==> src/rtl/muldiv_unit.sv <==
`default_nettype none
// ============================================================================
// Module      : muldiv_unit
// Description : Iterative 32x32 multiply / divide unit for a processor HI/LO
//               pair. Shift-add multiply and restoring divide, one bit per
//               cycle over 32 cycles, followed by a one-cycle sign fix-up.
//               Optional divide datapath is enabled by macro MULDIV_DIV_EN.
// Revision    : 1.0 - initial release
// ============================================================================
module muldiv_unit (
    input  logic        clk,
    input  logic        rst,
    input  logic        start,
    input  logic [1:0]  op,
    input  logic [31:0] a,
    input  logic [31:0] b,
    output logic        busy,
    output logic        done,
    output logic [31:0] hi,
    output logic [31:0] lo,
    output logic        div_by_zero
);

    typedef enum logic [1:0] {
        IDLE = 2'd0,
        RUN  = 2'd1,
        SIGN = 2'd2,
        DONE = 2'd3
    } state_t;

    state_t      state;
    state_t      state_nxt;

    // acc holds the 64-bit product while multiplying, or {remainder, quotient}
    // while dividing; b_reg holds the operand-b magnitude.
    logic [63:0] acc;
    logic [31:0] b_reg;
    logic [4:0]  iter_cnt;
    logic        is_div;
    logic        neg_lo;
    logic        neg_hi;

    logic        is_signed;
    logic        a_neg;
    logic        b_neg;
    logic [31:0] a_mag;
    logic [31:0] b_mag;
    logic        short_op;
    logic [32:0] mul_sum;
    logic [63:0] mul_step;
    logic [63:0] acc_neg;

    assign is_signed = ~op[0];
    assign a_neg     = is_signed & a[31];
    assign b_neg     = is_signed & b[31];
    // The magnitude of 32'h80000000 is itself when read as unsigned, which
    // is exactly what the unsigned iterations need.
    assign a_mag     = a_neg ? (32'd0 - a) : a;
    assign b_mag     = b_neg ? (32'd0 - b) : b;

`ifdef MULDIV_DIV_EN
    // Only a zero divisor bypasses the iterations.
    assign short_op  = op[1] & (b == 32'd0);
`else
    // Without the divide datapath every divide completes immediately.
    assign short_op  = op[1];
`endif

    // Multiply step: conditionally add multiplicand to the upper half, then
    // shift the whole accumulator right, consuming one multiplier bit.
    assign mul_sum   = {1'b0, acc[63:32]} + (acc[0] ? {1'b0, b_reg} : 33'd0);
    assign mul_step  = {mul_sum, acc[31:1]};
    assign acc_neg   = 64'd0 - acc;

`ifdef MULDIV_DIV_EN
    logic [32:0] div_diff;
    logic [63:0] div_step;
    // Restoring step: shift {rem, dividend} left by one and try subtracting
    // the divisor; a non-negative difference yields quotient bit 1.
    assign div_diff  = acc[63:31] - {1'b0, b_reg};
    assign div_step  = div_diff[32] ? {acc[62:0], 1'b0}
                                    : {div_diff[31:0], acc[30:0], 1'b1};
`endif

    // State register
    always_ff @(posedge clk) begin
        if (!rst) begin
            state <= IDLE;
        end else begin
            state <= state_nxt;
        end
    end

    // Next-state decode and status outputs
    always_comb begin
        state_nxt = state;
        busy      = 1'b0;
        done      = 1'b0;
        case (state)
            IDLE: begin
                if (start) begin
                    state_nxt = short_op ? DONE : RUN;
                end
            end
            RUN: begin
                busy = 1'b1;
                if (iter_cnt == 5'd31) begin
                    state_nxt = SIGN;
                end
            end
            SIGN: begin
                busy      = 1'b1;
                state_nxt = DONE;
            end
            DONE: begin
                done      = 1'b1;
                state_nxt = IDLE;
            end
            default: state_nxt = IDLE;
        endcase
    end

    // Operand capture, iteration datapath and result registers
    always_ff @(posedge clk) begin
        if (!rst) begin
            acc         <= 64'd0;
            b_reg       <= 32'd0;
            iter_cnt    <= 5'd0;
            is_div      <= 1'b0;
            neg_lo      <= 1'b0;
            neg_hi      <= 1'b0;
            hi          <= 32'd0;
            lo          <= 32'd0;
            div_by_zero <= 1'b0;
        end else begin
            case (state)
                IDLE: begin
                    if (start) begin
                        acc         <= {32'd0, a_mag};
                        b_reg       <= b_mag;
                        iter_cnt    <= 5'd0;
                        is_div      <= op[1];
                        // Quotient and product take sign(a)^sign(b);
                        // remainder follows the dividend.
                        neg_lo      <= a_neg ^ b_neg;
                        neg_hi      <= op[1] ? a_neg : (a_neg ^ b_neg);
                        div_by_zero <= 1'b0;
                        if (short_op) begin
`ifdef MULDIV_DIV_EN
                            hi          <= a;
                            lo          <= 32'hFFFF_FFFF;
                            div_by_zero <= 1'b1;
`else
                            hi          <= 32'd0;
                            lo          <= 32'd0;
`endif
                        end
                    end
                end
                RUN: begin
                    iter_cnt <= iter_cnt + 5'd1;
`ifdef MULDIV_DIV_EN
                    acc      <= is_div ? div_step : mul_step;
`else
                    acc      <= mul_step;
`endif
                end
                SIGN: begin
                    if (is_div) begin
                        hi <= neg_hi ? (32'd0 - acc[63:32]) : acc[63:32];
                        lo <= neg_lo ? (32'd0 - acc[31:0])  : acc[31:0];
                    end else begin
                        {hi, lo} <= neg_lo ? acc_neg : acc;
                    end
                end
                default: ;
            endcase
        end
    end

endmodule
`default_nettype wire
==> config.mk <==
export PLATFORM = sky130hd
export DESIGN_NAME = muldiv_unit
export DESIGN_NICKNAME = d
export VERILOG_FILES = /design/src/rtl/muldiv_unit.sv
export SDC_FILE = /design/constraint.sdc
export NUM_CORES = 1
export LEC_CHECK = 0
export ABC_AREA = 1
export CORE_MARGIN = 2
export CORE_UTILIZATION = 30
export CTS_CLUSTER_SIZE = 10
export DETAILED_ROUTE_END_ITERATION = 10
export SYNTH_ARGS = -nofsm -noshare
export SYNTH_HDL_FRONTEND = slang
export SYNTH_SLANG_ARGS = --single-unit
==> constraint.sdc <==
create_clock -name clk -period 2.3 [get_ports clk]
set_input_delay 0.46 -clock clk [delete_from_list [all_inputs] [get_ports clk]]
set_output_delay 0.46 -clock clk [all_outputs]
set_load 0.02 [all_outputs]
==> results_dict.tcl <==
set metrics [dict create \
    core_area_um2 42000 \
    worstPathMaxFanout 30 \
    postLayoutCoreUtil_pct 39.1 \
    post_dp_cell_area_um2 15600 \
    overflow 0 \
    top_register "acc" \
    gp_congestion 0.990 \
    dieArea_um2 44400 \
    p_leak_nw 7.50 \
    syn-mean-instance-area_um2 5.75 \
    grt_pass1_wl_um 75200 \
    grt_max_degree 64 \
    dp_hpwl_um 38800 \
    yosysWarnings 0 \
    num_vias 15000 \
    place_ws_ps -67.5 \
    finClkSkew_ps 13.6 \
    final_common_cell "nand2_1" \
    critPathKind "flip-flop to flip-flop" \
    clockRootBuffer "clkbuf_16" \
    syn_area_um2 12800 \
    stdcell_area_um2 16400 \
    postSynthCellCount 2233 \
    synth_top_cell_area_share_pct 26.5 \
    drive_gt1_share_pct 9.77 \
    min_period_over_period_pct 95.5 \
    slowest_delay_ps 370 \
    synth_flop_cell "dfxtp_1" \
    report.final.setup_viol 0 \
    grt_setup_unrepaired "true" \
    grt_usage_pct 21.5 \
    antenna_found_initial 0 \
    crit_slowest_cell "ha_1" \
    synth_nets 2345 \
    cts.sinks 170 \
    register_area_um2 3410 \
    diodes 0 \
    peakVddDrop_mv 0.470 \
    synthDistinctLibCells 42 \
    cts_max_path_buffers 2 \
    worstPathRequired_ps 2690 \
    cp-start-kind "flip-flop" \
    nNetsFinal 2555 \
    ys_seq_elements 170 \
    io_pins 136 \
    critPathArrivalTime_ps 2590 \
    drt-initial-drc-count 1327 \
    yosysSeqAreaShare_pct 26.5 \
    mostFrequentLayoutCells "nand2_1 (653), nor2_1 (280), a21oi_1 (241)" \
    yosysTopAreaCell "dfxtp_1" \
    numCtsBuffers 17 \
    wire_per_inst_um 16.1 \
    hold_violations 0 \
    endpoint_kind "flip-flop" \
    start_util_pct 30.5 \
    remaining_drc_errors 0 \
    multi_input_area_um2 8360 \
    cts_tree "built" \
    synth_edf_count 0 \
    clk_pin_slew_worst_paths_ps 70 \
    tightest_slew_ps 542 \
    detail-route-antenna-nets 0 \
    async_flop_share_pct 0 \
    slew-limit-headroom_pct 63.9 \
    grt_pass1_vias 13900 \
    critical_path.cell_chain "buf_12 > nand2_1 > inv_1 > ha_1 > nand2_1 > o21ai_0 > inv_1 > nand2_1 > nand2_1 > nand3b_1 > nand3_2 > a21oi_1" \
    worstHoldPathType "flip-flop to flip-flop" \
    fill_cells 4595 \
    synth_area_leaders "dfxtp_1 (27%), nand2_1 (19%), a21oi_1 (10%)" \
    powerDensity_nw_per_um2 860 \
    fin_ws_ps 105 \
    fin_crit_ps 2200 \
    largest_reg_flops 64 \
    drt-total-wl_um 48300 \
    die_y_um 211 \
    timing.fmax_mhz 455 \
    via_per_inst 5.02 \
    rrSetupSlack_ps 100 \
    maxCapViolCount 0 \
    syn2layout_area_growth_pct 28.1 \
    final-max-slew-violation-count 0 \
    cts-htree-levels 4 \
    status "finished, final reports clean" \
    die_w_um 211 \
    placementRows 75 \
    drt_first_pass_iters 6 \
    portBuffers 134 \
    clk_latency_ps 460 \
    cpMostUsedCell "nand2_1" \
    hold_slack_ps 463 \
    power.total_mw 14.1 \
]
## per-stage QoR
| stage | cells | setup TNS (ps) |
|---|---|---|
| final | 2995 | 0 |
| after global routing | 2995 | -128 |
| after CTS | 2994 | 0 |
| after detailed placement | 2962 | -274 |
| after global placement | 2962 | -108 |
| after floorplan | 2233 | 0 |
## per-layer routing
layer	wire length [um]	track usage, %	share of wire (%)	vias to the layer above
met5	0	0	0	-
met4	767	5.42	1.6	0
met3	3070	2.90	6.4	42
met2	21100	33.7	44	524
met1	23300	31.0	48	6798
li1	-	-	-	7675
## worst max-delay path: cells and delay by family, from the launching register on
kind,cells,cell delay (ps)
fa+ha+maj,1,370
compound gates,2,410
buf+inv,3,280
flops,1,360
simple gates,6,700
## where the power goes
part           total [mW]  leakage (nW)  switching, mW  internal, mW
clock                2.92         0.275           1.32          1.61
combinational        7.22          5.84           4.78          2.44
sequential           3.99          1.38          0.547          3.44
total                14.1          7.50           6.64          7.49
## cell families (layout without fill, tap and decap cells)
family	count (synthesis)	in the layout	share of synthesized area, %
AND/OR/NAND/NOR	1212	1212	38.8
flip-flops	170	170	26.5
adder cells (fa/ha/maj)	43	43	4.25
XOR/XNOR	32	32	2.18
AO/OA/AOI/OAI	447	447	18.4
buffers and inverters	328	551	9.86
other	1	1	0.0292
## synthesized netlist by cell type, types with 2 or more instances
| cell type | instances |
|---|---|
| nand2_1 | 658 |
| nor2_1 | 289 |
| a21oi_1 | 256 |
| inv_1 | 239 |
| nand3_1 | 189 |
| dfxtp_1 | 170 |
| o21ai_0 | 132 |
| clkbuf_1 | 55 |
| ha_1 | 42 |
| xor2_1 | 28 |
| nand4_1 | 21 |
| nor3_1 | 21 |
| buf_2 | 18 |
| nand3b_1 | 14 |
| o21ai_1 | 13 |
| or2_2 | 12 |
| o211ai_1 | 11 |
| a21o_1 | 10 |
| buf_1 | 7 |
| a31oi_1 | 6 |
| inv_2 | 6 |
| xnor2_1 | 4 |
| a221oi_1 | 3 |
| nor2_2 | 3 |
| o21bai_1 | 3 |
| o221ai_1 | 3 |
| a211oi_1 | 2 |
| nor2_4 | 2 |
| o21a_1 | 2 |
| o21ai_2 | 2 |
## layout make-up
class | instances | share of cell area (%)
multi-input combinational | 1735 | 50.9
sequential | 170 | 20.7
timing repair buffer | 273 | 15.1
inverter | 246 | 5.63
tap | 539 | 4.10
clock buffer | 19 | 2.63
clock inverter | 13 | 0.860
## path summary, 6_finish.rpt
check | startpoint | end | depth (start not counted)
setup / recovery | acc[0] | acc[56] | 12
hold / removal | hi[4] | hi[4] | 2
setup reg to reg | acc[0] | acc[56] | 12
hold reg to reg | hi[4] | hi[4] | 2
## timing repair
action                                 in CTS  in global routing
endpoints found under the hold margin       0                  0
setup buffers                               0                  1
setup endpoints to repair                   3                 23
pin swaps                                   0                  6
hold buffers                                0                  0
gates resized for setup                     3                 54
(Power assumes the default switching activity.)
